File: src/rtl/dmem_bytelane_if.sv
// Request/response bundle between the MEM stage and the byte-lane data memory.
// The master issues requests; the slave (the memory) returns load data and status strobes.
interface dmem_bytelane_if #(
  parameter int unsigned BUS_SIZE   = 32,
  parameter int unsigned ADDR_WIDTH = 8
);
  logic                  req;
  logic                  we;
  logic [1:0]            size;
  logic                  unsignedLd;
  logic [ADDR_WIDTH-1:0] addr;
  logic [BUS_SIZE-1:0]   writeData;
  logic [BUS_SIZE-1:0]   readData;
  logic                  rdValid;
  logic                  ready;
  logic                  err;

  modport master (
    output req, we, size, unsignedLd, addr, writeData,
    input  readData, rdValid, ready, err
  );

  modport slave (
    input  req, we, size, unsignedLd, addr, writeData,
    output readData, rdValid, ready, err
  );
endinterface

File: src/rtl/dmem_bytelane.sv
// Byte-addressable data memory with sb/sh/sw lane enables, extended loads, misalignment
// rejection and a post-reset clear sequencer. Loads return one cycle after acceptance.
module dmem_bytelane #(
  parameter int unsigned BUS_SIZE   = 32,
  parameter int unsigned ADDR_WIDTH = 8
) (
  input logic            clk,
  input logic            rst_n,
  dmem_bytelane_if.slave bus
);
  localparam int unsigned IdxW    = ADDR_WIDTH - 2;
  localparam int unsigned Depth   = 2 ** IdxW;
  localparam logic [IdxW-1:0] LastIdx = IdxW'(Depth - 1);

  typedef enum logic [0:0] {StClear, StIdle} state_e;

  state_e              state_q;
  logic [IdxW-1:0]     clr_ptr_q;
  logic [BUS_SIZE-1:0] read_data_q;
  logic                rd_valid_q;
  logic                err_q;

  logic [BUS_SIZE-1:0] mem [Depth];

  logic [IdxW-1:0]     idx;
  logic [1:0]          off;
  logic                accept;
  logic                misalign;
  logic                do_store;
  logic                do_load;
  logic [BUS_SIZE-1:0] rd_word;
  logic [BUS_SIZE-1:0] ld_data;
  logic [BUS_SIZE-1:0] st_data;
  logic [3:0]          st_be;
  logic [7:0]          ld_byte;
  logic [15:0]         ld_half;

  assign idx      = bus.addr[ADDR_WIDTH-1:2];
  assign off      = bus.addr[1:0];
  assign accept   = bus.req && (state_q == StIdle);
  assign do_store = accept && bus.we && !misalign;
  assign do_load  = accept && !bus.we && !misalign;

  always_comb begin
    misalign = 1'b1;
    unique case (bus.size)
      2'b00:   misalign = 1'b0;
      2'b01:   misalign = off[0];
      2'b10:   misalign = (off != 2'b00);
      default: misalign = 1'b1;
    endcase
  end

  // The previous edge's store is already in the array, so store-then-load needs no bypass.
  assign rd_word = mem[idx];
  assign ld_byte = rd_word[{off, 3'b000} +: 8];
  assign ld_half = rd_word[{off[1], 4'b0000} +: 16];

  always_comb begin
    ld_data = rd_word;
    unique case (bus.size)
      2'b00:   ld_data = bus.unsignedLd ? {24'h0, ld_byte} : {{24{ld_byte[7]}}, ld_byte};
      2'b01:   ld_data = bus.unsignedLd ? {16'h0, ld_half} : {{16{ld_half[15]}}, ld_half};
      default: ld_data = rd_word;
    endcase
  end

  // Replicate the right-aligned store data across lanes; the enables pick the live ones.
  always_comb begin
    st_data = bus.writeData;
    st_be   = 4'b1111;
    unique case (bus.size)
      2'b00: begin
        st_data = {4{bus.writeData[7:0]}};
        st_be   = 4'b0001 << off;
      end
      2'b01: begin
        st_data = {2{bus.writeData[15:0]}};
        st_be   = off[1] ? 4'b1100 : 4'b0011;
      end
      default: begin
        st_data = bus.writeData;
        st_be   = 4'b1111;
      end
    endcase
  end

  always_ff @(posedge clk or negedge rst_n) begin
    if (!rst_n) begin
      state_q     <= StClear;
      clr_ptr_q   <= '0;
      read_data_q <= '0;
      rd_valid_q  <= 1'b0;
      err_q       <= 1'b0;
    end else begin
      rd_valid_q <= do_load;
      err_q      <= accept && misalign;
      if (do_load) begin
        read_data_q <= ld_data;
      end
      if (state_q == StClear) begin
        clr_ptr_q <= clr_ptr_q + IdxW'(1);
        if (clr_ptr_q == LastIdx) begin
          state_q <= StIdle;
        end
      end
    end
  end

  always_ff @(posedge clk) begin
    if (state_q == StClear) begin
      mem[clr_ptr_q] <= '0;
    end else if (do_store) begin
      for (int k = 0; k < 4; k++) begin
        if (st_be[k]) begin
          mem[idx][8*k +: 8] <= st_data[8*k +: 8];
        end
      end
    end
  end

  assign bus.readData = read_data_q;
  assign bus.rdValid  = rd_valid_q;
  assign bus.err      = err_q;
  assign bus.ready    = (state_q == StIdle);
endmodule

File: src/flat_wrapper.sv
// flat-port wrapper written by rule: the top's interface ports become plain ports
module dmem_bytelane_flat 
#(
  parameter int unsigned BUS_SIZE   = 32,
  parameter int unsigned ADDR_WIDTH = 8
)
  (clk, rst_n, bus_req, bus_we, bus_size, bus_unsignedLd, bus_addr, bus_writeData, bus_readData, bus_rdValid, bus_ready, bus_err);
  dmem_bytelane_if #(.BUS_SIZE(BUS_SIZE), .ADDR_WIDTH(ADDR_WIDTH)) bus_i ();
  input logic clk;
  input logic rst_n;
  input wire logic [$bits(bus_i.req)-1:0] bus_req;
  input wire logic [$bits(bus_i.we)-1:0] bus_we;
  input wire logic [$bits(bus_i.size)-1:0] bus_size;
  input wire logic [$bits(bus_i.unsignedLd)-1:0] bus_unsignedLd;
  input wire logic [$bits(bus_i.addr)-1:0] bus_addr;
  input wire logic [$bits(bus_i.writeData)-1:0] bus_writeData;
  output wire logic [$bits(bus_i.readData)-1:0] bus_readData;
  output wire logic [$bits(bus_i.rdValid)-1:0] bus_rdValid;
  output wire logic [$bits(bus_i.ready)-1:0] bus_ready;
  output wire logic [$bits(bus_i.err)-1:0] bus_err;
  assign bus_i.req = bus_req;
  assign bus_i.we = bus_we;
  assign bus_i.size = bus_size;
  assign bus_i.unsignedLd = bus_unsignedLd;
  assign bus_i.addr = bus_addr;
  assign bus_i.writeData = bus_writeData;
  assign bus_readData = bus_i.readData;
  assign bus_rdValid = bus_i.rdValid;
  assign bus_ready = bus_i.ready;
  assign bus_err = bus_i.err;
  dmem_bytelane #(.BUS_SIZE(BUS_SIZE), .ADDR_WIDTH(ADDR_WIDTH)) u_core (.clk(clk), .rst_n(rst_n), .bus(bus_i));
endmodule
File: config.mk
export PLATFORM = sky130hd
export DESIGN_NAME = dmem_bytelane_flat
export DESIGN_NICKNAME = d
export VERILOG_FILES = /design/src/rtl/dmem_bytelane_if.sv /design/src/rtl/dmem_bytelane.sv /design/src/flat_wrapper.sv
export SDC_FILE = /design/constraint.sdc
export NUM_CORES = 2
export LEC_CHECK = 0
export CAP_MARGIN = 20
export CORE_UTILIZATION = 40
export DETAILED_ROUTE_END_ITERATION = 8
export DONT_BUFFER_PORTS = 1
export PLACE_DENSITY = 0.66
export SETUP_SLACK_MARGIN = 0.1
export SLEW_MARGIN = 20
export SYNTH_ARGS = -nofsm -noshare
export SYNTH_HDL_FRONTEND = slang
export SYNTH_SLANG_ARGS = --single-unit
export TNS_END_PERCENT = 100
File: constraint.sdc
create_clock -name clk -period 5.09 [get_ports clk]
set_clock_uncertainty 0.2 [all_clocks]
set_input_delay 0.2545 -clock clk [delete_from_list [all_inputs] [get_ports clk]]
set_output_delay 0.2545 -clock clk [all_outputs]
set_load 0.1 [all_outputs]
==> qor.yml <==
yosys:
  synth_top_family_by_area: "multiplexers"
  synth-edff-count: 2048
  synth_compound_gate_area_share: 0.03477
  syn_area_per_cell_um2: 20.89
  synthMuxAreaShare: 0.1532
  synthCells: 3925
  syn-num-nets: 3973
  yosysSeqAreaShare: 0.7627
  synth_xor_area_frac: 0.0005342
  ys_types: 68
  syn_area_um2: 81980
  ys_warn_count: 0
  synth_fa_ha_area_frac: 0.0001526
  synthSimpleGateAreaFrac: 0.03133
  ys_seq_elements: 2089
  synthArstFlopShare: 0.01963
  synthFlopType: "edfxtp_1"
floorplan:
  std_cell_rows: 165
  initial_core_util: 0.4040
  io-pin-count: 82
  fp.dieH_um: 454.7
  dieArea_um2: 206800
  core_area_um2: 202900
  die_w_um: 454.7
timing:
  worst_pin_slew_ps: 1193
  slew_headroom: 0.2048
  drv_slew: 0
  rsz0062_at_grt: "false"
  fin_crit_ps: 4809
  finalSetupViolations: 0
  hold_viol_final: 0
  whs_ps: 41.75
  setup_tns_ps: 0
  max_freq_mhz: 207.9
  finalCritPeriodShare: 0.9449
finish:
  post-route-util: 0.4579
  drive_gt1_frac: 0.2367
  fillers: 16640
  register_area_um2: 62530
  area_growth_pct: 13.36
  multi_input_area_um2: 18450
  layout_commonest_cell: "edfxtp_1"
  layout_common_cells: "edfxtp_1 (2048), mux4_2 (513), nor2_1 (312), clkbuf_16 (204)"
  nets: 4135
routing:
  routed-via-count: 41660
  vias_per_cell: 6.000
  first_pass_iters: 7
  drtIter0Drc: 5792
  post-route-drc-count: 0
  ant_nets: 0
  wirelength_um: 218900
  wl_per_cell_um: 31.53
power_and_ir_drop:
  p_comb_frac: 0.030
  p_sw_mw: 7.129
  powerDensity_nw_per_um2: 370.1
  switching_share: 0.2073
  clockPowerShare: 0.430
  p_leak_nw: 23.66
  vdd_drop_max_mv: 0.4097
  cell_internal_pwr_mw: 27.26
  p_seq_frac: 0.540
worst_setup_path:
  cp-start-kind: "input port"
  rrSetupSlack_ps: 730
  path_class: "input port to flop"
  crit_path_max_fanout: 88
  cp-end-kind: "flop"
  cp.required_ps: 5620
  arrival_ps: 5340
global_route:
  grt_usage: 0.2094
  grt_first_pass_wirelength_um: 307900
  grt_pass1_vias: 41470
  grt.overflow.total: 0
  grt_max_degree: 514
  antenna_found_initial: 15
place:
  place_congestion: 0.8914
  dp_hpwl_um: 131400
  io_buffer_count: 0
run_status:
  status: "finished, final reports clean"
job:
  max_cap_violations: 0
worst_hold_path:
  hold_class: "input port to flop"
clocking:
  cts_tree: "yes"
  htree_levels: 4
  cts.sinks: 2089
  clock_path_buffers: 3
  clkTransAtPathRegs_ps: 70
  cts-root-buf: "clkbuf_16"
  clk_latency_ps: 850
  cts_setup_buffers: 0
  numCtsBuffers: 198
==> flip-flops by register name (all words and copies together), names as in the netlist <==
signal and flops:
u_core.bus.ready 1, u_core.bus.err 1, u_core.clr_ptr_q 6, u_core.bus.readData 32
u_core.mem 2048, u_core.bus.rdValid 1
==> cells in the mapped netlist, types with 4 or more instances <==
library cell	number	area share
edfxtp_1	2048	0.75
mux4_2	513	0.14
nor2_1	330	0.015
a22oi_1	128	0.012
nand2_1	128	0.0059
clkbuf_1	93	0.0043
a21oi_1	71	0.0043
buf_2	55	0.0034
mux2i_1	50	0.0061
buf_4	42	0.0038
dfrtp_1	41	0.013
o21ai_0	34	0.0021
nor3_1	31	0.0019
a22o_1	26	0.0028
buf_6	25	0.0034
a221oi_1	24	0.0026
nand3_1	24	0.0015
a31oi_1	21	0.0016
nor2b_1	21	0.0016
o22ai_1	18	0.0014
nand2b_1	16	0.0012
mux4_1	15	0.0048
a211oi_1	14	0.0013
o221ai_1	14	0.0015
and2_1	13	0.00099
mux2_2	10	0.0014
nand4_1	8	0.00061
o31ai_1	8	0.00073
o211ai_1	7	0.00064
inv_1	6	0.00027
o21ai_1	6	0.00037
a2111oi_0	5	0.00053
a31o_2	5	0.00053
buf_1	5	0.00023
buf_12	5	0.0012
nor4_1	4	0.00031
o311ai_0	4	0.00043
o31a_1	4	0.00043
o41ai_1	4	0.00043
or3_1	4	0.00031
==> area by class of cell <==
cell class              count  share of cell area
inverters                  11           0.0004443
flip-flops and latches   2089              0.6728
clock buffers             246             0.05605
well taps                2672             0.03597
multi-input cells        1597              0.1985
diodes                     17           0.0004578
clock inverters           121             0.01356
repair buffers            190             0.02221
==> cells by family (layout without fill, tap and decap cells) <==
kind of cell / after synthesis / after routing
AOI/OAI and AO/OA: 405 / 405
xor gates and xnor gates: 5 / 5
adders and majority gates: 1 / 1
buffers and inverters: 239 / 568
DFF: 2089 / 2089
muxes: 588 / 588
other: 0 / 17
and+or+nand+nor: 598 / 598
==> per-stage QoR <==
stage / cell area [um^2] / cells / setup WS (ps) / power (mW)
6_report: 92930 / 6943 / 280.7 / 34.39
2_1_floorplan: 81980 / 3925 / 459.1 / 19.61
3_5_place_dp: 85240 / 6477 / 703.9 / 19.64
3_3_place_gp: 85180 / 6475 / 610.0 / 19.64
4_1_cts: 92390 / 6904 / 479.2 / 34.25
5_1_grt: 92920 / 6939 / 103.1 / 35.15
==> path summary, 6_finish.rpt <==
check,startpoint,end,cells after the start
max,bus_addr[2],u_core.bus.readData[5],11
min reg2reg,u_core.clr_ptr_q[3],u_core.clr_ptr_q[3],1
min,bus_writeData[1],u_core.mem[48][17],3
min in group asynchronous,rst_n,u_core.bus.rdValid,4
max reg2reg,u_core.mem[38][31],u_core.bus.readData[20],8
max in group asynchronous,rst_n,u_core.bus.ready,4
==> power by group through the flow <==
stage | clock network, mW | logic (mW) | registers [mW]
final | 14.8 | 1.03 | 18.6
after global placement | 0 | 0.687 | 19.0
after floorplan | 0 | 0.657 | 19.0
after global routing | 15.5 | 1.06 | 18.6
after CTS | 14.9 | 0.769 | 18.6
after detailed placement | 0 | 0.689 | 19.0
==> metal layers <==
metal | part of all wire | track usage | routed length, um
met1 | 0.37 | 0.2723 | 81390
met2 | 0.49 | 0.3336 | 107000
met3 | 0.092 | 0.04938 | 20160
met4 | 0.047 | 0.09796 | 10330
met5 | 0.000050 | 0 | 11
==> what timing repair did <==
item,in CTS,in global routing
hold buffers,60,5
setup endpoints to repair,0,6
hold endpoints to repair,909,86
gates resized for setup,0,1
==> worst max-delay path, cell delays in order <==
cell and delay (ps):
buf_16 420, buf_16 530, buf_16 480, mux4_2 600, a22o_1 310, a221oi_1 510, o221ai_1 420, a21oi_1 250
dlygate4sd3_1 570, a31oi_1 70, dlygate4sd3_1 580
Power figures use the tool's default switching activity.
